`config.mk`:
```
export PLATFORM = sky130hd
export DESIGN_NAME = pipe_stage_reg
export DESIGN_NICKNAME = d
export VERILOG_FILES = /design/src/rtl/pipe_stage_reg_pkg.sv /design/src/rtl/pipe_stage_reg_sat_counter.sv /design/src/rtl/pipe_stage_reg.sv
export SDC_FILE = /design/constraint.sdc
export NUM_CORES = 1
export LEC_CHECK = 0
export CORE_UTILIZATION = 47
export CTS_CLUSTER_DIAMETER = 50
export DETAILED_ROUTE_END_ITERATION = 12
export PLACE_DENSITY_LB_ADDON = 0.2
export SYNTH_ARGS = -nofsm -noshare
export SYNTH_HDL_FRONTEND = slang
export SYNTH_HIERARCHICAL = 1
export SYNTH_SLANG_ARGS = --single-unit
```
`constraint.sdc`:
```
create_clock -name clk -period 3.1 [get_ports clk]
set_input_delay 0.465 -clock clk [delete_from_list [all_inputs] [get_ports clk]]
set_output_delay 0.465 -clock clk [all_outputs]
set_load 0.05 [all_outputs]
```
`src/rtl/pipe_stage_reg_pkg.sv`:
```
// Shared pipeline-control constants, stall-vector indices and ID/EX payload layout for the 5-stage core.
package pipe_stage_reg_pkg;

  localparam logic Stop       = 1'b1;
  localparam logic NoStop     = 1'b0;
  localparam logic RstEnable  = 1'b1;
  localparam logic RstDisable = 1'b0;

  localparam int unsigned STG_PC  = 0;
  localparam int unsigned STG_IF  = 1;
  localparam int unsigned STG_ID  = 2;
  localparam int unsigned STG_EX  = 3;
  localparam int unsigned STG_MEM = 4;
  localparam int unsigned STG_WB  = 5;

  localparam int unsigned ALUOP_W   = 8;
  localparam int unsigned ALUSEL_W  = 3;
  localparam int unsigned REG_W     = 32;
  localparam int unsigned REGADDR_W = 5;
  localparam int unsigned INST_W    = 32;

  localparam logic [ALUOP_W-1:0]  EXE_NOP_OP  = '0;
  localparam logic [ALUSEL_W-1:0] EXE_RES_NOP = '0;

  typedef struct packed {
    logic [ALUOP_W-1:0]   aluop;
    logic [ALUSEL_W-1:0]  alusel;
    logic [REG_W-1:0]     reg1;
    logic [REG_W-1:0]     reg2;
    logic [REGADDR_W-1:0] wd;
    logic                 wreg;
    logic [REG_W-1:0]     link_addr;
    logic                 is_in_delayslot;
    logic [INST_W-1:0]    inst;
  } id_ex_payload_t;

  localparam int unsigned ID_EX_W = $bits(id_ex_payload_t);

  localparam id_ex_payload_t ID_EX_NOP = '{
    aluop:           EXE_NOP_OP,
    alusel:          EXE_RES_NOP,
    reg1:            '0,
    reg2:            '0,
    wd:              '0,
    wreg:            1'b0,
    link_addr:       '0,
    is_in_delayslot: 1'b0,
    inst:            '0
  };

  typedef enum logic [1:0] {
    OP_LOAD,
    OP_BUBBLE,
    OP_HOLD,
    OP_FLUSH
  } stage_op_e;

endpackage

```
`src/rtl/pipe_stage_reg_sat_counter.sv`:
```
// Saturating up-counter with synchronous reset and clear; stops at MAX instead of wrapping.
module sat_counter #(
  parameter int unsigned      WIDTH = 16,
  parameter logic [WIDTH-1:0] MAX   = '1
) (
  input  logic             clk,
  input  logic             rst,
  input  logic             inc,
  input  logic             clr,
  output logic [WIDTH-1:0] count
);

  always_ff @(posedge clk) begin
    if (rst || clr) begin
      count <= '0;
    end else if (inc && (count != MAX)) begin
      count <= count + 1'b1;
    end
  end

endmodule

```
`src/rtl/pipe_stage_reg.sv`:
```
// Inter-stage pipeline register: payload + valid under the global stall vector, with flush,
// saturating bubble/hold counters and a sticky hold-timeout flag.
module pipe_stage_reg
  import pipe_stage_reg_pkg::*;
#(
  parameter int unsigned       DATA_W   = 64,
  parameter logic [DATA_W-1:0] NOP_DATA = '0,
  parameter int unsigned       STALL_W  = 6,
  parameter int unsigned       STAGE    = 2,
  parameter int unsigned       CNT_W    = 16,
  parameter int unsigned       HOLD_MAX = 255
) (
  input  logic               clk,
  input  logic               rst,
  input  logic [STALL_W-1:0] stall,
  input  logic               flush,
  input  logic               in_valid,
  input  logic [DATA_W-1:0]  in_data,
  output logic               out_valid,
  output logic [DATA_W-1:0]  out_data,
  output logic [CNT_W-1:0]   bubble_cnt,
  output logic [CNT_W-1:0]   hold_cnt,
  output logic               hold_timeout
);

  if ((STAGE + 1 >= STALL_W) || (DATA_W < 1)) begin : g_bad_param
    $error("pipe_stage_reg: STAGE+1 must be < STALL_W and DATA_W >= 1");
  end

  // Run counter only needs to reach HOLD_MAX+1, so size it from HOLD_MAX.
  localparam int unsigned     RUN_W   = $clog2(HOLD_MAX + 2);
  localparam logic [RUN_W-1:0] RUN_LIM = RUN_W'(HOLD_MAX);
  localparam logic [RUN_W-1:0] RUN_SAT = RUN_W'(HOLD_MAX + 1);

  logic             up;
  logic             dn;
  stage_op_e        op;
  logic [RUN_W-1:0] run_cnt;

  assign up = stall[STAGE];
  assign dn = stall[STAGE+1];

  // Illegal !up & dn falls through to LOAD.
  always_comb begin
    op = OP_LOAD;
    if (flush) begin
      op = OP_FLUSH;
    end else if (up == Stop && dn == NoStop) begin
      op = OP_BUBBLE;
    end else if (up == Stop && dn == Stop) begin
      op = OP_HOLD;
    end
  end

  sat_counter #(.WIDTH(CNT_W)) u_bubble_cnt (
    .clk   (clk),
    .rst   (rst),
    .inc   (op == OP_BUBBLE),
    .clr   (1'b0),
    .count (bubble_cnt)
  );

  sat_counter #(.WIDTH(CNT_W)) u_hold_cnt (
    .clk   (clk),
    .rst   (rst),
    .inc   (op == OP_HOLD),
    .clr   (1'b0),
    .count (hold_cnt)
  );

  sat_counter #(.WIDTH(RUN_W), .MAX(RUN_SAT)) u_run_cnt (
    .clk   (clk),
    .rst   (rst),
    .inc   (op == OP_HOLD),
    .clr   (op != OP_HOLD),
    .count (run_cnt)
  );

  always_ff @(posedge clk) begin
    if (rst == RstEnable) begin
      out_valid    <= 1'b0;
      out_data     <= NOP_DATA;
      hold_timeout <= 1'b0;
    end else begin
      unique case (op)
        OP_FLUSH: begin
          out_valid    <= 1'b0;
          out_data     <= NOP_DATA;
          hold_timeout <= 1'b0;
        end
        OP_BUBBLE: begin
          out_valid <= 1'b0;
          out_data  <= NOP_DATA;
        end
        OP_HOLD: begin
          // Sets on the edge where the run count moves past HOLD_MAX.
          if ((HOLD_MAX > 0) && (run_cnt >= RUN_LIM)) begin
            hold_timeout <= 1'b1;
          end
        end
        default: begin
          out_valid <= in_valid;
          out_data  <= in_valid ? in_data : NOP_DATA;
        end
      endcase
    end
  end

  a_illegal_stall: assert property (@(posedge clk) disable iff (rst)
    !(up == NoStop && dn == Stop));

endmodule

```
==> flow_summary.ini <==
[place]
dp_hpwl_um = 8120
gp_congestion = 0.814
place_ws_ns = 0.643
numPortBuffers = 167

[drt]
drtPass1Iterations = 5
finalWirelength_um = 11400
ant_nets = 0
wl_per_cell_um = 15.4
drt-initial-drc-count = 152
drc_errors = 0
via_count = 4152
viasPerCell = 5.60

[synthesis]
synthMuxAreaShare_pct = 0.455
synth-compound-area-share_pct = 21.2
synth_top_family_by_area = simple AND/OR/NAND/NOR gates
ys.flop_type = dfxtp_1
synth_area_per_cell_um2 = 9.34
netlist_instances = 471
seq_area_frac_synth_pct = 48.7
synth-edff-count = 0
synth_area_mm2 = 0.00440
yosys_warnings = 6
synth-seq-cells = 107
synthXorXnorAreaFrac_pct = 1.59
synthSimpleGateAreaFrac_pct = 22.6
yosys.cell_types.count = 42
async_reset_ff_share_pct = 0
synth_fa_ha_area_share_pct = 1.14

[global_routing]
grt_pass1_wl_um = 18400
antenna_found_initial = 0
grt_overflow_total = 0
gr-usage-all-layers_pct = 23.4
grt_pass1_vias = 3979
grt_start_max_net_pins = 65

[worst_setup_path]
path_class = register to output pin
critical-path-top-delay-family = buffers and inverters
crit_path_top_delay_cell = clkdlybuf4s50_1
crit_chain = clkdlybuf4s50_1
critical_path.endpoint_type = output pin
cp_num_buf_inv = 1
cp.arrival_ns = 1.74
critPathLaunchType = register
worstPathRequired_ns = 2.63
cpPeakStageDelay_ns = 0.87
critical_path.max_fanout = 10

[power]
pwr-share-comb_pct = 10.5
seqPwrFrac_pct = 56.1
p_per_area_mw_per_mm2 = 397
p_sw_mw = 0.652
swShare_pct = 26.1
power.internal_mw = 1.84
pwr-share-clk_pct = 33.4
leakagePower_nw = 2.21
ir_drop_v = 0.000260

[cells_and_area]
nNetsFinal = 706
layout.area.seq_mm2 = 0.00214
fill_cells = 704
diodes = 0
mostFrequentLayoutCell = clkdlybuf4s50_1
multi_input_area_mm2 = 0.00209
drive_gt1_share_pct = 6.48
mostFrequentLayoutCells = clkdlybuf4s50_1, dfxtp_1, nor2_1, a22oi_1, a21oi_1
area_growth_pct = 43.0

[timing]
slew_viol_final = 0
worstMarginPinSlew_ns = 0.659
skew_ns = 0.00928
period_share_pct = 71.0
setup_viol = 0
worst_slack_ns = 0.899
tns_ns = 0
fmax_mhz = 454
hold_violations = 0
period_needed_ns = 2.20
rsz0062_at_grt = false
max_slew_margin_pct = 56.0

[die]
initial_utilization_pct = 49.5
core-area_mm2 = 0.00889
dieArea_mm2 = 0.00975
io-pin-count = 172
row_count = 34
die_w_um = 98.7
die_h_um = 98.7

[cts]
h-tree-depth = 3
numCtsBuffers = 9
cts_sinks = 107
cts_resized = 0
clk_transition_reported_paths_ns = 0.11
cts_root_buffer = clkbuf_8
clockBufferDepth = 2
clk_latency_ns = 0.36
cts_tree = built
cts_hold_buffers = 0
cts_setup_buffers = 0

[run]
drv_cap = 0

[outcome]
status = finished clean

[hold_path]
hp-class = register to register
-- final cells by class --
cell class / count / share of cell area (%)
clock buffer: 10 / 2.19
multi-input combinational: 331 / 33.2
tap: 108 / 2.15
inverter: 7 / 0.418
clock inverter: 6 / 0.876
timing repair buffer: 172 / 27.1
sequential: 107 / 34.1
-- cells by family (layout without fill, tap and decap cells) --
| kind of cell | count (synthesis) | after routing |
|---|---|---|
| flip-flops | 107 | 107 |
| XOR/XNOR | 8 | 8 |
| buffers and inverters | 36 | 195 |
| AND/OR/NAND/NOR | 182 | 182 |
| AO/OA/AOI/OAI | 131 | 131 |
| adder cells (fa/ha/maj) | 4 | 4 |
| multiplexers | 2 | 2 |
| other | 1 | 4 |
-- synthesized netlist by cell type, types with 2 or more instances --
cell type / instances / share of area, %
a211oi_1: 3 / 0.51
nand4_2: 3 / 0.85
o21ai_0: 12 / 1.4
or4_1: 8 / 1.4
and2_1: 5 / 0.71
buf_4: 5 / 0.85
nor4b_1: 2 / 0.40
nand2_1: 19 / 1.6
clkbuf_2: 2 / 0.23
a31oi_1: 6 / 0.85
nor3b_1: 2 / 0.34
nand3_1: 11 / 1.3
ha_1: 4 / 1.1
nor3_1: 3 / 0.34
buf_6: 3 / 0.77
nor2_1: 82 / 7.0
nand4_1: 12 / 1.7
nor4_2: 2 / 0.57
dfxtp_1: 107 / 49
and3_4: 2 / 0.51
o211a_1: 2 / 0.46
o41ai_2: 2 / 0.74
or4_4: 2 / 0.51
or3_1: 12 / 1.7
a21oi_1: 24 / 2.7
a41o_1: 8 / 1.8
or2_2: 3 / 0.43
a22oi_1: 64 / 11
xor2_1: 4 / 0.80
xnor2_1: 4 / 0.80
buf_2: 6 / 0.68
o31ai_1: 8 / 1.4
mux2i_1: 2 / 0.46
clkbuf_1: 13 / 1.1
nand4_4: 2 / 0.97
inv_1: 7 / 0.60
and4_1: 10 / 2.0
-- power by group through the flow --
| stage | sequential, mW | combinational, mW | clock [mW] |
|---|---|---|---|
| after floorplan | 1.49 | 0.0722 | 0 |
| after global placement | 1.43 | 0.258 | 0 |
| after detailed placement | 1.43 | 0.262 | 0 |
| after CTS | 1.40 | 0.263 | 0.863 |
| after global routing | 1.40 | 0.279 | 0.905 |
| final | 1.40 | 0.262 | 0.834 |
-- registers in the layout (all words and copies together) (netlist names) --
register            flops
hold_timeout            1
out_data               64
out_valid               1
u_bubble_cnt/count     16
u_hold_cnt/count       16
u_run_cnt/count         9
-- stage by stage --
step	hold slack, ns	instance area [um2]	instances	power [mW]	util, %
4_1_cts	0.514	6290	741	2.53	70.7
6_report	0.510	6290	741	2.50	70.7
3_5_place_dp	0.492	6090	725	1.69	68.5
2_1_floorplan	0.467	4410	474	1.56	-
5_1_grt	0.541	6290	741	2.59	70.7
3_3_place_gp	0.473	6090	725	1.69	68.5
-- metal layers --
metal | share of wire, % | track usage (%)
met5 | 0 | 0
met2 | 52 | 42.1
met3 | 8.0 | 9.15
met4 | 1.0 | 7.00
met1 | 39 | 25.4
-- worst paths after layout --
check | from | to | slack (ns) | cells past startpoint
setup reg to reg | u_bubble_cnt/count[0]$_SDFFE_PP0P_ | u_bubble_cnt/count[9]$_SDFFE_PP0P_ | 1.22 | 5
setup / recovery | u_bubble_cnt/count[9]$_SDFFE_PP0P_ | bubble_cnt[9] | 0.90 | 1
hold reg to reg | out_valid$_SDFFE_PP0N_ | out_valid$_SDFFE_PP0N_ | 0.51 | 2
hold / removal | out_valid$_SDFFE_PP0N_ | out_valid$_SDFFE_PP0N_ | 0.51 | 2
Note: power is estimated with default switching activity, not from simulation.
